==> src/rtl/arb_pkg.sv <==
// Shared FSM encoding, access-size codes and alignment helper for mem_arbiter.
package arb_pkg;

  typedef enum logic [1:0] {
    ST_IDLE  = 2'd0,
    ST_ISSUE = 2'd1,
    ST_WAIT  = 2'd2,
    ST_DONE  = 2'd3
  } arbState_t;

  localparam logic [1:0] SZ_BYTE = 2'b00;
  localparam logic [1:0] SZ_HALF = 2'b01;
  localparam logic [1:0] SZ_WORD = 2'b10;

  // Width of the memory latency counter; MEM_LAT must fit in it.
  localparam int LAT_W = 8;

  function automatic logic isMisaligned(input logic [1:0] size, input logic [1:0] addrLo);
    case (size)
      SZ_BYTE: return 1'b0;
      SZ_HALF: return addrLo[0];
      SZ_WORD: return |addrLo;
      default: return 1'b1;
    endcase
  endfunction

endpackage

==> src/rtl/mem_lane_align.sv <==
// Byte-enable and lane-replicated write data generation from access size and low address bits.
module mem_lane_align
  import arb_pkg::*;
#(
  parameter int WIDTH = 32
) (
  input  logic [1:0]         size,
  input  logic [1:0]         addrLo,
  input  logic [WIDTH-1:0]   wdata,
  output logic [WIDTH/8-1:0] be,
  output logic [WIDTH-1:0]   wdataRep,
  output logic               misaligned
);

  localparam int BE_W = WIDTH / 8;

  always_comb begin
    be       = '0;
    wdataRep = wdata;
    case (size)
      SZ_BYTE: begin
        be       = BE_W'(1) << addrLo;
        wdataRep = {(WIDTH/8){wdata[7:0]}};
      end
      SZ_HALF: begin
        be       = BE_W'(3) << addrLo;
        wdataRep = {(WIDTH/16){wdata[15:0]}};
      end
      SZ_WORD: be = '1;
      default: be = '0;
    endcase
  end

  assign misaligned = isMisaligned(size, addrLo);

endmodule

==> src/rtl/mem_arbiter.sv <==
// Serialises core (m0) and loader (m1) accesses onto one single-port memory.
// Define ARB_ROUND_ROBIN_EN for round-robin tie-break; otherwise m0 has fixed priority.
module mem_arbiter
  import arb_pkg::*;
#(
  parameter int WIDTH   = 32,
  parameter int ADDR_W  = 32,
  parameter int MEM_LAT = 1
) (
  input  logic                 clk,
  input  logic                 reset,
  input  logic                 m0_req,
  input  logic                 m0_we,
  input  logic [1:0]           m0_size,
  input  logic [ADDR_W-1:0]    m0_addr,
  input  logic [WIDTH-1:0]     m0_wdata,
  output logic                 m0_ack,
  output logic                 m0_err,
  output logic [WIDTH-1:0]     m0_rdata,
  input  logic                 m1_req,
  input  logic                 m1_we,
  input  logic [1:0]           m1_size,
  input  logic [ADDR_W-1:0]    m1_addr,
  input  logic [WIDTH-1:0]     m1_wdata,
  output logic                 m1_ack,
  output logic                 m1_err,
  output logic [WIDTH-1:0]     m1_rdata,
  output logic                 mem_en,
  output logic                 mem_we,
  output logic [WIDTH/8-1:0]   mem_be,
  output logic [ADDR_W-1:0]    mem_addr,
  output logic [WIDTH-1:0]     mem_wdata,
  input  logic [WIDTH-1:0]     mem_rdata,
  output logic                 busy,
  output logic                 grant_id
);

  localparam int BE_W = WIDTH / 8;

  arbState_t         state;
  logic [LAT_W-1:0]  latCnt;
  logic              grantId;
  logic              ackReg;
  logic              errReg;
  logic [WIDTH-1:0]  rdataReg;
`ifdef ARB_ROUND_ROBIN_EN
  logic              lastGrant;
`endif

  logic              latWe;
  logic [1:0]        latSize;
  logic [ADDR_W-1:0] latAddr;
  logic [WIDTH-1:0]  latWdata;

  logic              anyReq;
  logic              winner;
  logic              winWe;
  logic [1:0]        winSize;
  logic [ADDR_W-1:0] winAddr;
  logic [WIDTH-1:0]  winWdata;

  logic [BE_W-1:0]   alignBe;
  logic [WIDTH-1:0]  alignWdata;
  logic              alignMis;
  logic              issueEn;

  assign anyReq = m0_req | m1_req;

  always_comb begin
`ifdef ARB_ROUND_ROBIN_EN
    winner = (m0_req && m1_req) ? ~lastGrant : ~m0_req;
`else
    winner = ~m0_req;
`endif
  end

  assign winWe    = winner ? m1_we    : m0_we;
  assign winSize  = winner ? m1_size  : m0_size;
  assign winAddr  = winner ? m1_addr  : m0_addr;
  assign winWdata = winner ? m1_wdata : m0_wdata;

  always_ff @(posedge clk) begin
    if (reset) begin
      state    <= ST_IDLE;
      latCnt   <= '0;
      grantId  <= 1'b0;
      ackReg   <= 1'b0;
      errReg   <= 1'b0;
      rdataReg <= '0;
`ifdef ARB_ROUND_ROBIN_EN
      lastGrant <= 1'b1;
`endif
    end else begin
      ackReg <= 1'b0;
      errReg <= 1'b0;
      case (state)
        ST_IDLE: begin
          if (anyReq) begin
            grantId <= winner;
`ifdef ARB_ROUND_ROBIN_EN
            lastGrant <= winner;
`endif
            // Misaligned requests complete immediately with no memory access.
            if (isMisaligned(winSize, winAddr[1:0])) begin
              state  <= ST_DONE;
              ackReg <= 1'b1;
              errReg <= 1'b1;
            end else begin
              state <= ST_ISSUE;
            end
          end
        end
        ST_ISSUE: begin
          latCnt <= LAT_W'(MEM_LAT);
          state  <= ST_WAIT;
        end
        ST_WAIT: begin
          if (latCnt == LAT_W'(1)) begin
            if (!latWe) rdataReg <= mem_rdata;
            ackReg <= 1'b1;
            state  <= ST_DONE;
          end else begin
            latCnt <= latCnt - LAT_W'(1);
          end
        end
        ST_DONE: state <= ST_IDLE;
        default: state <= ST_IDLE;
      endcase
    end
  end

  // Request fields are captured once at grant; later changes are ignored.
  always_ff @(posedge clk) begin
    if (state == ST_IDLE && anyReq) begin
      latWe    <= winWe;
      latSize  <= winSize;
      latAddr  <= winAddr;
      latWdata <= winWdata;
    end
  end

  mem_lane_align #(.WIDTH(WIDTH)) uAlign (
    .size       (latSize),
    .addrLo     (latAddr[1:0]),
    .wdata      (latWdata),
    .be         (alignBe),
    .wdataRep   (alignWdata),
    .misaligned (alignMis)
  );

  assign issueEn   = (state == ST_ISSUE) && !alignMis;
  assign mem_en    = issueEn;
  assign mem_we    = issueEn & latWe;
  assign mem_be    = issueEn ? alignBe : '0;
  assign mem_addr  = issueEn ? {latAddr[ADDR_W-1:2], 2'b00} : '0;
  assign mem_wdata = issueEn ? alignWdata : '0;

  assign busy     = (state != ST_IDLE);
  assign grant_id = grantId;

  assign m0_ack   = ackReg & ~grantId;
  assign m1_ack   = ackReg &  grantId;
  assign m0_err   = errReg & ~grantId;
  assign m1_err   = errReg &  grantId;
  assign m0_rdata = m0_ack ? rdataReg : '0;
  assign m1_rdata = m1_ack ? rdataReg : '0;

endmodule

==> config.mk <==
export PLATFORM = sky130hd
export DESIGN_NAME = mem_arbiter
export DESIGN_NICKNAME = d
export VERILOG_FILES = /design/src/rtl/arb_pkg.sv /design/src/rtl/mem_lane_align.sv /design/src/rtl/mem_arbiter.sv
export SDC_FILE = /design/constraint.sdc
export NUM_CORES = 1
export LEC_CHECK = 0
export BUFFER_PORTS_ARGS = -buffer_cell sky130_fd_sc_hd__buf_2
export CAP_MARGIN = 0
export CORE_ASPECT_RATIO = 1.1
export CORE_MARGIN = 10
export CORE_UTILIZATION = 36
export CTS_CLUSTER_SIZE = 14
export DETAILED_ROUTE_END_ITERATION = 8
export PLACE_DENSITY_LB_ADDON = 0.1
export SYNTH_ARGS = -nofsm -noshare
export SYNTH_HDL_FRONTEND = slang
export SYNTH_SLANG_ARGS = --single-unit
==> constraint.sdc <==
create_clock -name clk -period 4.6 [get_ports clk]
set_input_delay 0.92 -clock clk [delete_from_list [all_inputs] [get_ports clk]]
set_output_delay 0.92 -clock clk [all_outputs]
set_load 0.01 [all_outputs]
# --- After elaboration in Yosys (flattened, before gate mapping) ---
# Cells that the tools add are included.
totals:
  register_bits: 112
  in_bits: 170
  elab_cells: 75
op_classes:
  add_sub_neg: 1
  eq_ne: 11
  shift: 2
  n_mux: 26
  bitwise: 10
  n_reduce_logical: 15
ops:
  columns: ["cell", "n"]
  rows:
  - ["$mux W32", 6]
  - ["$pmux W32 S2", 1]
  - ["$pmux W8 S2", 1]
  - ["$pmux W4 S3", 1]
  - ["$eq A2 B2 Y1 const B", 4]
  - ["$eq A8 B1 Y1 const B", 1]
  - ["$mux W2", 4]
  - ["$mux W8", 1]
  - ["$pmux W2 S4", 1]
  - ["$sub A8 B1 Y8 const B", 1]
  - ["$mux W1", 7]
  - ["$eq A2 B1 Y1 const B", 3]
  - ["$logic_not A2 Y1", 3]
  - ["$ne A2 B2 Y1 const B", 3]
  - ["$pmux W1 S3", 2]
  - ["$reduce_and A2 Y1", 3]
  - ["$reduce_or A2 Y1", 3]
  - ["$and A1 B1 Y1", 5]
  - ["$mux W4", 1]
  - ["$not A1 Y1", 4]
  - ["$reduce_bool A2 Y1", 2]
  - ["$shl A1 B2 Y4 const A", 1]
  - ["$shl A2 B2 Y4 const A", 1]
  - ["$reduce_and A3 Y1", 1]
  - ["4 further kinds", 5]

# --- Depth between registers and ports, before layout ---
logic_depth:
  depth_word: 9
  mapped_depth: 8

# --- By module ---
# Synthesis repeated with hierarchy kept, for this count alone.
hier_totals:
  cells_unflattened: 593
  hier_area_um2: 6197.2
modules_own_cells:
  columns: ["mod", "n_inst", "cells_each", "area_per_inst_um2", "seq_area_each_um2"]
  rows:
  - ["mem_arbiter", 1, 527, 5582.9, 2912.8]
  - ["mem_lane_align", 1, 66, 614.3, 0.0]

# --- Worst setup path after synthesis ---
# OpenSTA, ideal clock, no wires.
synth_path:
  path_type: "input to register"
  startpoint: "input m0_req"
  endpoint: "register ackReg"
  setup_ns: 0.080
  t_arrival_ns: 4.731
  required_ns: 4.520
  path_slack_ns: -0.211
  cell_stages: 5
  path_cell_list: "clkbuf_1 nor2_1 nor2_1 nand3_1 a21oi_1"
synth_via:
  elab_chain_cells: 9
  word_cells_on_any_way: 14
  classes_between: "eq/ne: 2; mux: 9; bitwise: 1; reduce/logical: 2"
synth_rtl:
  columns: ["item", "line_no", "source"]
  rows:
  - ["from (decl)", "mem_arbiter.sv:12", "input logic m0_req,"]
  - ["$mux W2 / $mux W32 (equally long branches)", "mem_arbiter.sv:78, mem_arbiter.sv:79", null]
  - ["$eq A2 B2 Y1 (tied with other cells)", "arb_pkg.sv:19", "case (size)"]
  - ["$pmux W1 S3", "arb_pkg.sv:19", null]
  - ["$mux W1", "mem_arbiter.sv:98", "if (anyReq) begin"]
  - ["$mux W1", "mem_arbiter.sv:96", "case (state)"]
  - ["$mux W1", "mem_arbiter.sv:83", "if (reset) begin"]
  - ["$mux W1", "mem_arbiter.sv:104", "if (isMisaligned(winSize, winAddr[1:0])) begin"]
  - ["$mux W1 (*)", "mem_arbiter.sv:98", null]
  - ["$pmux W1 S2 (*)", "mem_arbiter.sv:96", null]
  - ["to (signal assigned)", "mem_arbiter.sv:87", "ackReg <= 1'b0;"]
  - ["to (signal assigned)", "mem_arbiter.sv:94", "ackReg <= 1'b0;"]
  - ["to (signal assigned)", "mem_arbiter.sv:106", "ackReg <= 1'b1;"]
  - ["to (decl)", "mem_arbiter.sv:43", "logic ackReg;"]
# Mark *: on every way between the ends. The rest lies on a longest branch, timed or not. The select of a mux whose other input is x is not followed.
# A chain may end at the register's enable or synchronous reset.

# --- Worst setup path in the final report ---
layout_path:
  startpoint: "register latSize[0]"
  endpoint: "output mem_addr[28]"
layout_via:
  elab_chain_cells: 5
  word_cells_on_any_way: 7
  classes_between: "eq/ne: 2; mux: 2; reduce/logical: 3"
layout_rtl:
  columns: ["item", "line_no", "source"]
  rows:
  - ["from (decl)", "mem_arbiter.sv:51", "logic [1:0] latSize;"]
  - ["from (signal assigned)", "mem_arbiter.sv:136", "latSize <= winSize;"]
  - ["$eq A2 B2 Y1 (tied with other cells)", "arb_pkg.sv:19", null]
  - ["$pmux W1 S3 (*)", "arb_pkg.sv:19", null]
  - ["$logic_not A1 Y1 (*)", "mem_arbiter.sv:151", "assign issueEn = (state == ST_ISSUE) && !alignMis;"]
  - ["$logic_and A1 B1 Y1 (*)", "mem_arbiter.sv:151", null]
  - ["$mux W32 (*)", "mem_arbiter.sv:155", "assign mem_addr = issueEn ? {latAddr[ADDR_W-1:2], 2'b00} : '0;"]
  - ["to (decl)", "mem_arbiter.sv:31", "output logic [ADDR_W-1:0] mem_addr,"]
# Mark *: on every way between the ends. The rest lies on a longest branch, timed or not.

==> results.sh <==
export IMPL_outcome="complete, no violations"
export IMPL_grt_pass1_vias=5416
export IMPL_vias_per_cell=4.817
export IMPL_synth_seq_area_share=0.4869
export IMPL_pwr_density_cell_mw_per_mm2=453.0
export IMPL_maxCapViolations=0
export IMPL_critPathArrivalTime_ps=2710
export IMPL_grt_pass1_wl_um=28890
export IMPL_hold_class="reg2reg"
export IMPL_drtPass1Iterations=4
export IMPL_drtAntennaViolNets=0
export IMPL_port_buffers=307
export IMPL_grt_max_degree=68
export IMPL_floorplan_initialDensity=0.3668
export IMPL_grt_setup_unrepaired="no"
export IMPL_drive_above_1_share=0.4692
export IMPL_syn_area_mm2=0.005982
export IMPL_cts_tree="done"
export IMPL_setup_violations=0
export IMPL_skew_ps=5.782
export IMPL_cp_max_fo=40
export IMPL_postSynth_asyncResetShare=0
export IMPL_synth_area_leaders="edfxtp_1, dfxtp_1, mux2_2"
export IMPL_synth_edf_count=67
export IMPL_diodes=0
export IMPL_syn_instance_count=594
export IMPL_r2r_start="latCnt[2]"
export IMPL_synth_cell_types=45
export IMPL_hold_depth=2
export IMPL_rr_worst_depth=4
export IMPL_vias=5212
export IMPL_ys_warnings_count=0
export IMPL_antenna_found_initial=0
export IMPL_io_pins=310
export IMPL_required_ps=3680
export IMPL_die_area_mm2=0.02218
export IMPL_post_cts_buffers=0
export IMPL_synth_top_cell_area_share=0.3363
export IMPL_peakVddDrop_uv=256.8
export IMPL_synth_top_flop_cell="edfxtp_1"
export IMPL_whs_ps=461.6
export IMPL_clkLatencyLatePin_ps=350
export IMPL_dieWidth_um=142.9
export IMPL_drtIter0Drc=227
export IMPL_num_rows=49
export IMPL_final_common_cell="buf_2"
export IMPL_hold_viol=0
export IMPL_wl_per_cell_um=17.88
export IMPL_end_kind="output pin"
export IMPL_slew_violations=0
export IMPL_postSynthAreaPerCell_um2=10.07
export IMPL_r2r_slack_ps=2430
export IMPL_holdCritStartpoint="rdataReg[12]"
export IMPL_finalCoreUtilization=0.4867
export IMPL_whs_endpoint="rdataReg[12]"
export IMPL_totalWireLength_um=19350
export IMPL_r2r_end="rdataReg[14]"
export IMPL_finalSetupTns_ps=0
export IMPL_finalCriticalPeriod_ps=3627
export IMPL_ctsResizeCount=0
export IMPL_start_kind="register"
export IMPL_die_h_um=155.2
export IMPL_yosysTopAreaCell="edfxtp_1"
export IMPL_cts_root_buf="clkbuf_16"
export IMPL_ys_seq_elements=112
export IMPL_hpwl_um=15310
export IMPL_gp_congestion=0.8208
export IMPL_timing_final_crit_share=0.7884
export IMPL_drc=0
export IMPL_p_leak_nw=3.788
export IMPL_fmax_mhz=275.7
export IMPL_slew_headroom=0.3554
export IMPL_crit_type="reg2out"
export IMPL_nets=1048
export IMPL_clock_sinks=112
export IMPL_clk_pin_slew_ps=70
export IMPL_cts_buffer_depth=2
export IMPL_core_area_mm2=0.01631
export IMPL_cts_buffers=9
export IMPL_overflow=0
export IMPL_hold_buffers=0
export IMPL_grt_util_all_layers=0.1636
export IMPL_htreeDepth=3
export IMPL_worst_slew_pin_slew_ps=965.9
export IMPL_area_growth_pct=32.67
export IMPL_layout_common_cells="buf_2, and2_1, mux2_2"
export IMPL_placed_cell_area_mm2=0.007627
export IMPL_stdcell_area_mm2=0.007936
==> layout make-up <==
type / count / area, um^2
Fill cell: 1539 / 8372
Sequential cell: 112 / 2913
Multi-Input combinational cell: 428 / 2844
Timing Repair Buffer: 313 / 1582
Clock buffer: 12 / 257.7
Tap cell: 204 / 255.2
Clock inverter: 4 / 51.30
Inverter: 9 / 33.78
==> where the power goes <==
group / switching (mW) / internal [mW] / total [mW]
registers: 0.189 / 1.39 / 1.58
logic: 0.728 / 0.474 / 1.20
clock network: 0.358 / 0.455 / 0.813
total: 1.27 / 2.32 / 3.60
==> Yosys cell counts, types with 6 or more instances <==
master    number
and2_1        74
mux2_2        68
edfxtp_1      67
nand2_1       67
a21oi_1       57
dfxtp_1       45
nor2_1        35
and3_1        32
clkbuf_1      30
mux2i_1       16
o21ai_0       15
inv_1          9
nand2_2        8
buf_1          6
==> critical path, stage by stage (launching register included) <==
cell      delay [ps]
edfxtp_1         730
nor3_1           410
o21ai_2          110
inv_1            710
and2_1           240
buf_2            140
==> registers in the layout (all words and copies together), names as in the netlist <==
name and cells:
rdataReg 32, latAddr 32, latCnt 8, ackReg 1, errReg 1, grant_id 1, latWdata 32, state 2
latSize 2, latWe 1
==> logic make-up (layout without fill, tap and decap cells) <==
kind of cell    Yosys count  count (layout)  share of synthesized area
other cells               1               2                  0.0006269
mux                      84              84                     0.1548
xor+xnor                  3               3                   0.004393
simple gates            243             243                     0.2161
buf+inv                  55             338                    0.04162
compound gates           91              91                    0.08513
fa+ha+maj                 5               5                    0.01046
flops                   112             112                     0.4869
==> metrics by stage <==
step,total power [mW],cells,worst slack [ps]
floorplan,2.353,595,966.7
global placement,2.772,1066,1512
detailed placement,2.809,1066,1358
CTS,3.636,1082,943.0
global route,3.835,1082,692.3
finish,3.595,1082,973.4
==> routing by layer <==
| metal | vias to the layer above | routed length [um] | global-route usage |
|---|---|---|---|
| met2 | 209 | 9620 | 0.2853 |
| li1 | 2631 | - | - |
| met1 | 2351 | 7554 | 0.1771 |
| met5 | - | 0 | 0 |
| met3 | 21 | 1856 | 0.06273 |
| met4 | 0 | 320 | 0.05506 |
==> worst max-delay path by stage <==
| stage | start | to | slack, ps | cells past startpoint |
|---|---|---|---|---|
| floorplan | m0_req | ackReg | 970 | 5 |
| global placement | latSize[0] | mem_addr[8] | 1510 | 5 |
| detailed placement | latSize[0] | mem_addr[7] | 1360 | 5 |
| CTS | latSize[0] | mem_addr[10] | 940 | 5 |
| global route | latSize[0] | mem_addr[20] | 690 | 5 |
| finish | latSize[0] | mem_addr[28] | 970 | 5 |
Note: power is estimated with default switching activity, not from simulation.
